### config.mk
export PLATFORM = sky130hd
export DESIGN_NAME = cache_fill_fsm_flat
export DESIGN_NICKNAME = d
export VERILOG_FILES = /design/src/rtl/cache_pkg.sv /design/src/rtl/cache_fill_fsm_if.sv /design/src/rtl/cache_fill_word_counter.sv /design/src/rtl/cache_fill_fsm.sv /design/src/flat_wrapper.sv
export SDC_FILE = /design/constraint.sdc
export NUM_CORES = 1
export LEC_CHECK = 0
export CAP_MARGIN = 20
export CORE_UTILIZATION = 41
export CTS_CLUSTER_DIAMETER = 100
export DETAILED_ROUTE_END_ITERATION = 10
export PLACE_DENSITY_LB_ADDON = 0.08
export SYNTH_ARGS = -nofsm -noshare
export SYNTH_HDL_FRONTEND = slang
export SYNTH_HIERARCHICAL = 1
export SYNTH_SLANG_ARGS = --single-unit
### constraint.sdc
create_clock -name clk -period 2 [get_ports clk]
set_clock_uncertainty 0.1 [all_clocks]
set_input_delay 0.4 -clock clk [delete_from_list [all_inputs] [get_ports clk]]
set_output_delay 0.4 -clock clk [all_outputs]
set_load 0.01 [all_outputs]
### src/rtl/cache_pkg.sv
// Shared types and sizing for the cache fill controller.
// Build option: CACHE_FILL_CWF_EN selects critical-word-first fill order.
package cache_pkg;

   localparam int ADDR_W     = 16;
   localparam int DATA_W     = 16;
   localparam int WORDS      = 8;
   localparam int OFFSET_W   = $clog2(WORDS * 2);
   localparam int WORD_IDX_W = $clog2(WORDS);
   localparam int BASE_W     = ADDR_W - OFFSET_W;

   typedef enum logic {
      IDLE = 1'b0,
      FILL = 1'b1
   } fill_state_e;

endpackage

### src/rtl/cache_fill_fsm_if.sv
// Bus bundle between the fill controller and the cache/memory side.
// master: the fill controller. slave: the cache arrays, memory and pipeline.
interface cache_fill_fsm_if;
   import cache_pkg::*;

   logic                  miss_detected;
   logic [ADDR_W-1:0]     miss_address;
   logic [DATA_W-1:0]     memory_data;
   logic                  memory_data_valid;
   logic                  fsm_busy;
   logic                  write_data_array;
   logic                  write_tag_array;
   logic [ADDR_W-1:0]     memory_address;
   logic [WORD_IDX_W-1:0] word_num;

   modport master (
      input  miss_detected, miss_address, memory_data, memory_data_valid,
      output fsm_busy, write_data_array, write_tag_array, memory_address, word_num
   );

   modport slave (
      output miss_detected, miss_address, memory_data, memory_data_valid,
      input  fsm_busy, write_data_array, write_tag_array, memory_address, word_num
   );

endinterface

### src/rtl/cache_fill_word_counter.sv
// Loadable word index within a block; advances on enable and wraps modulo WORDS.
module cache_fill_word_counter
   import cache_pkg::*;
(
   input  logic                  clk,
   input  logic                  rst,
   input  logic                  load,
   input  logic [WORD_IDX_W-1:0] load_val,
   input  logic                  en,
   output logic [WORD_IDX_W-1:0] idx
);

   logic [WORD_IDX_W-1:0] idx_q, idx_d;

   // Load has priority over advance; the adder wraps naturally at WORDS.
   always_comb begin
      idx_d = idx_q;
      if (load)
         idx_d = load_val;
      else if (en)
         idx_d = idx_q + 1'b1;
   end

   // Index register, cleared on reset.
   always_ff @(posedge clk or posedge rst) begin
      if (rst)
         idx_q <= '0;
      else
         idx_q <= idx_d;
   end

   assign idx = idx_q;

endmodule

### src/rtl/cache_fill_fsm.sv
// Cache-miss block fill controller: requests all words of the missing block,
// steers returned words into the data array and writes the tag on the last one.
// Build option: CACHE_FILL_CWF_EN starts at the missing word and wraps.
module cache_fill_fsm
   import cache_pkg::*;
(
   input  logic              clk,
   input  logic              rst,
   cache_fill_fsm_if.master  bus
);

   fill_state_e             state_q, state_d;
   logic [BASE_W-1:0]       base_q, base_d;
   logic [WORD_IDX_W:0]     rx_cnt_q, rx_cnt_d;
   logic [WORD_IDX_W-1:0]   req_cnt_q, req_cnt_d;

   logic                    start;
   logic                    accept;
   logic                    last_word;
   logic                    req_adv;
   logic [WORD_IDX_W-1:0]   start_idx;
   logic [WORD_IDX_W-1:0]   req_idx;
   logic [WORD_IDX_W-1:0]   rx_idx;

   assign start     = (state_q == IDLE) && bus.miss_detected;
   assign accept    = (state_q == FILL) && bus.memory_data_valid;
   assign last_word = accept && (rx_cnt_q == (WORDS - 1));
   // Stop advancing once every word of the block has been addressed, so the
   // final request address is held until the fill completes.
   assign req_adv   = (state_q == FILL) && (req_cnt_q != (WORDS - 1));

`ifdef CACHE_FILL_CWF_EN
   assign start_idx = bus.miss_address[OFFSET_W-1:1];
`else
   assign start_idx = '0;
`endif

   cache_fill_word_counter u_req_ctr (
      .clk      (clk),
      .rst      (rst),
      .load     (start),
      .load_val (start_idx),
      .en       (req_adv),
      .idx      (req_idx)
   );

   cache_fill_word_counter u_rx_ctr (
      .clk      (clk),
      .rst      (rst),
      .load     (start),
      .load_val (start_idx),
      .en       (accept),
      .idx      (rx_idx)
   );

   // Next-state: latch the block base on a miss, count received words, return
   // to IDLE on the last one.
   always_comb begin
      state_d   = state_q;
      base_d    = base_q;
      rx_cnt_d  = rx_cnt_q;
      req_cnt_d = req_cnt_q;
      case (state_q)
         IDLE: begin
            if (bus.miss_detected) begin
               state_d   = FILL;
               base_d    = bus.miss_address[ADDR_W-1:OFFSET_W];
               rx_cnt_d  = '0;
               req_cnt_d = '0;
            end
         end
         FILL: begin
            if (req_adv)
               req_cnt_d = req_cnt_q + 1'b1;
            if (accept)
               rx_cnt_d = rx_cnt_q + 1'b1;
            if (last_word)
               state_d = IDLE;
         end
         default: state_d = IDLE;
      endcase
   end

   // Controller state register.
   always_ff @(posedge clk or posedge rst) begin
      if (rst) begin
         state_q   <= IDLE;
         base_q    <= '0;
         rx_cnt_q  <= '0;
         req_cnt_q <= '0;
      end else begin
         state_q   <= state_d;
         base_q    <= base_d;
         rx_cnt_q  <= rx_cnt_d;
         req_cnt_q <= req_cnt_d;
      end
   end

   // Stall begins in the miss cycle itself so the pipeline never advances past it.
   assign bus.fsm_busy         = (state_q == FILL) || start;
   assign bus.write_data_array = accept;
   assign bus.write_tag_array  = last_word;
   assign bus.memory_address   = (state_q == FILL) ? {base_q, req_idx, 1'b0} : '0;
   assign bus.word_num         = (state_q == FILL) ? rx_idx : '0;

endmodule

### src/flat_wrapper.sv
// flat-port wrapper written by rule: the top's interface ports become plain ports
module cache_fill_fsm_flat import cache_pkg::*;
  (clk, rst, bus_miss_detected, bus_miss_address, bus_memory_data, bus_memory_data_valid, bus_fsm_busy, bus_write_data_array, bus_write_tag_array, bus_memory_address, bus_word_num);
  cache_fill_fsm_if bus_i ();
  input  logic clk;
  input  logic rst;
  input wire logic [$bits(bus_i.miss_detected)-1:0] bus_miss_detected;
  input wire logic [$bits(bus_i.miss_address)-1:0] bus_miss_address;
  input wire logic [$bits(bus_i.memory_data)-1:0] bus_memory_data;
  input wire logic [$bits(bus_i.memory_data_valid)-1:0] bus_memory_data_valid;
  output wire logic [$bits(bus_i.fsm_busy)-1:0] bus_fsm_busy;
  output wire logic [$bits(bus_i.write_data_array)-1:0] bus_write_data_array;
  output wire logic [$bits(bus_i.write_tag_array)-1:0] bus_write_tag_array;
  output wire logic [$bits(bus_i.memory_address)-1:0] bus_memory_address;
  output wire logic [$bits(bus_i.word_num)-1:0] bus_word_num;
  assign bus_i.miss_detected = bus_miss_detected;
  assign bus_i.miss_address = bus_miss_address;
  assign bus_i.memory_data = bus_memory_data;
  assign bus_i.memory_data_valid = bus_memory_data_valid;
  assign bus_fsm_busy = bus_i.fsm_busy;
  assign bus_write_data_array = bus_i.write_data_array;
  assign bus_write_tag_array = bus_i.write_tag_array;
  assign bus_memory_address = bus_i.memory_address;
  assign bus_word_num = bus_i.word_num;
  cache_fill_fsm u_core (.clk(clk), .rst(rst), .bus(bus_i));
endmodule
==> metrics <==
largest net degree at the start of global routing 28; Post-synth EDFFs 0; TritonCTS clock tree done; Netlist Area Pre-Place about 0.0013 mm²; combinational power share around half; total CTS buffers 3; global-route wire length before repair roughly 4600 µm; DR iter-0 viols 25; Area Overhead vs Synth 40.4%; switching power between 0.0007 and 0.0008 W; critical path class flip-flop to primary output; IO Port Bufs 36; top_reg_cell synth dfrtp_1; DP Area 0.00182 mm²; Die ar. 0.00348 mm²; Reg power frac a little under two fifths; effective utilization at floorplan 43.6%; #FFs+latches synth 26; Peak Freq 531 MHz; Pint around 0.0017 W; switching share of power about a third; gp weighted congestion between 0.7 and 0.8; Synth area leaders dfrtp_1, mux2_4, and2_1; most frequent cells in the layout dfrtp_1, dlygate4sd2_1, and2_1, clkdlybuf4s50_1; final setup vio count 0; Slew Viols, Final 0; Syn Area/Cell approximately 12 µm²; Synth cell types 26; die height 59.0 µm; post-DP HPWL between 1500 and 2000 µm; Final nets about 210; Yosys top cell area share around 50%; wire length per cell 12.5 µm; sequential element share of the synthesized area between 40% and 50%; pwr dens about 1300 mW/mm²; initial antenna violation count 0; DR DRC count 0; Fill cells roughly 270; Die X-Extent between 50 and 60 µm; cell count after synthesis between 100 and 150; Crit Path Max Fanout 5; Clk pwr share 14.4%; vias per std cell approximately 4.6; diode count 0; status finished, final reports clean; Max-Cap Viols 0; # hold bufs at CTS 0; total grt overflow 0; CP Data Required Time 1500 ps; Clock Latency Late Sink around 320 ps; Via Count 961; TNS Setup 0 ps; peak supply drop 0.000539 V; Async SR Flop Fraction 100%; part of the cycle the worst path needs 94.1%; layout cells sized above 1 just over 20%; CP Launch Type flip-flop; GRT Util Overall approximately 18%; Synth area leader dfrtp_1; Clock transition at path regs 150 ps; Fin. Hold Viols 0; post-CTS setup buffer count 0; Longest Clk Path Bufs 2; Core Region 0.00305 mm²; row count 20; top-level I/O count between 50 and 60; Routed Antenna Nets 0; RSZ-0062 raised after global routing false; Tmin final 1880 ps; H-tree levels 1; Critical Path End Type primary output; clk sinks 26; arrival time of the worst setup path between 1000 and 1500 ps; Leak between 0.8 and 0.9 nW; commonest non-fill, non-tap cell in the layout dfrtp_1; vias in the first global route 1020; Yosys warnings 6; reg2reg setup slack 290 ps; TritonRoute pass-1 iters 4; Root Driver clkbuf_4; post-route cell area 0.00187 mm²; Hold Path Class primary input to async pin; DRT Wirelength ~2600 µm
worst max-delay path, stage by stage (launching register included):
cell and delay, ps:
dfrtp_2 480, or2_2 310, dlygate4sd2_1 280
routing by layer:
layer	track usage, %	up-vias	wire length (µm)
met3	1.98	2	94
met1	22.3	462	1220
li1	-	472	-
met4	7.14	0	19
met2	30.8	25	1270
met5	0	-	0
cell usage after synthesis (3+ instances only):
cell type,number
nand2_1,9
a22o_1,3
ha_1,5
nor2b_1,4
mux2_2,4
mux2i_1,4
inv_1,4
o21ai_0,6
mux2_4,9
and2_1,18
dfrtp_1,26
cells by family (layout without fill, tap and decap cells):
logic type	after synthesis	after routing	synth area share [%]
adders and majority gates	5	5	4.70
DFF	26	26	48.9
other	1	7	0.282
AOI/OAI and AO/OA	12	12	6.49
muxes	17	17	16.6
xor gates and xnor gates	3	3	1.98
and+or+nand+nor	39	39	17.0
buffers and inverters	9	55	4.04
stage by stage:
step	setup slack, ps	hold slack [ps]	total power, W	utilization [%]	instances
after floorplan	409	53.6	0.00169	-	118
after global placement	-330	383	0.00222	59.6	203
after detailed placement	-331	390	0.00229	59.6	203
after CTS	3.19	182	0.00253	61.3	208
after global routing	28.4	195	0.00270	61.1	208
final	117	190	0.00250	61.1	208
final cells by class:
type / count / area, µm² / area share, %
Clock inverter: 1 / 30.0 / 1.61
Tap cell: 44 / 55.1 / 2.95
Timing Repair Buffer: 47 / 437 / 23.4
Sequential cell: 26 / 652 / 34.9
Multi-Input combinational cell: 83 / 656 / 35.1
Inverter: 4 / 15.0 / 0.804
Clock buffer: 3 / 22.5 / 1.21
timing repair:
| action | 4_1_cts | 5_1_grt |
|---|---|---|
| gates cloned | 1 | 0 |
| endpoints found under the setup margin | 21 | 1 |
| gates resized for setup | 27 | 2 |
power by group through the flow:
stage          Clock, W  Combinational (W)  Sequential, W
6_report       0.000359            0.00121       0.000928
5_1_grt        0.000390            0.00135       0.000965
4_1_cts        0.000375            0.00122       0.000928
3_5_place_dp          0            0.00135       0.000934
3_3_place_gp          0            0.00131       0.000916
2_1_floorplan         0           0.000795       0.000895
registers in the layout, summed over array words and instances (netlist names):
signal,count
u_core/u_req_ctr/idx,3
u_core/rx_cnt_q,4
u_core/u_rx_ctr/idx,3
u_core/base_q,12
u_core/state_q,1
u_core/req_cnt_q,3
path summary, 6_finish.rpt:
kind | from | end | depth (start not counted)
hold / removal | rst | u_core/u_req_ctr/idx[1]$_DFFE_PP0P_ | 2
setup / recovery | u_core/state_q$_DFF_PP0_ | bus_fsm_busy | 2
hold reg to reg | u_core/rx_cnt_q[2]$_DFFE_PP0P_ | u_core/rx_cnt_q[2]$_DFFE_PP0P_ | 1
min in group clk | u_core/rx_cnt_q[2]$_DFFE_PP0P_ | u_core/rx_cnt_q[2]$_DFFE_PP0P_ | 1
max in group asynchronous | rst | u_core/base_q[7]$_DFFE_PP0P_ | 3
setup reg to reg | u_core/req_cnt_q[0]$_DFFE_PP0P_ | u_core/req_cnt_q[0]$_DFFE_PP0P_ | 5
(Power assumes the default switching activity.)
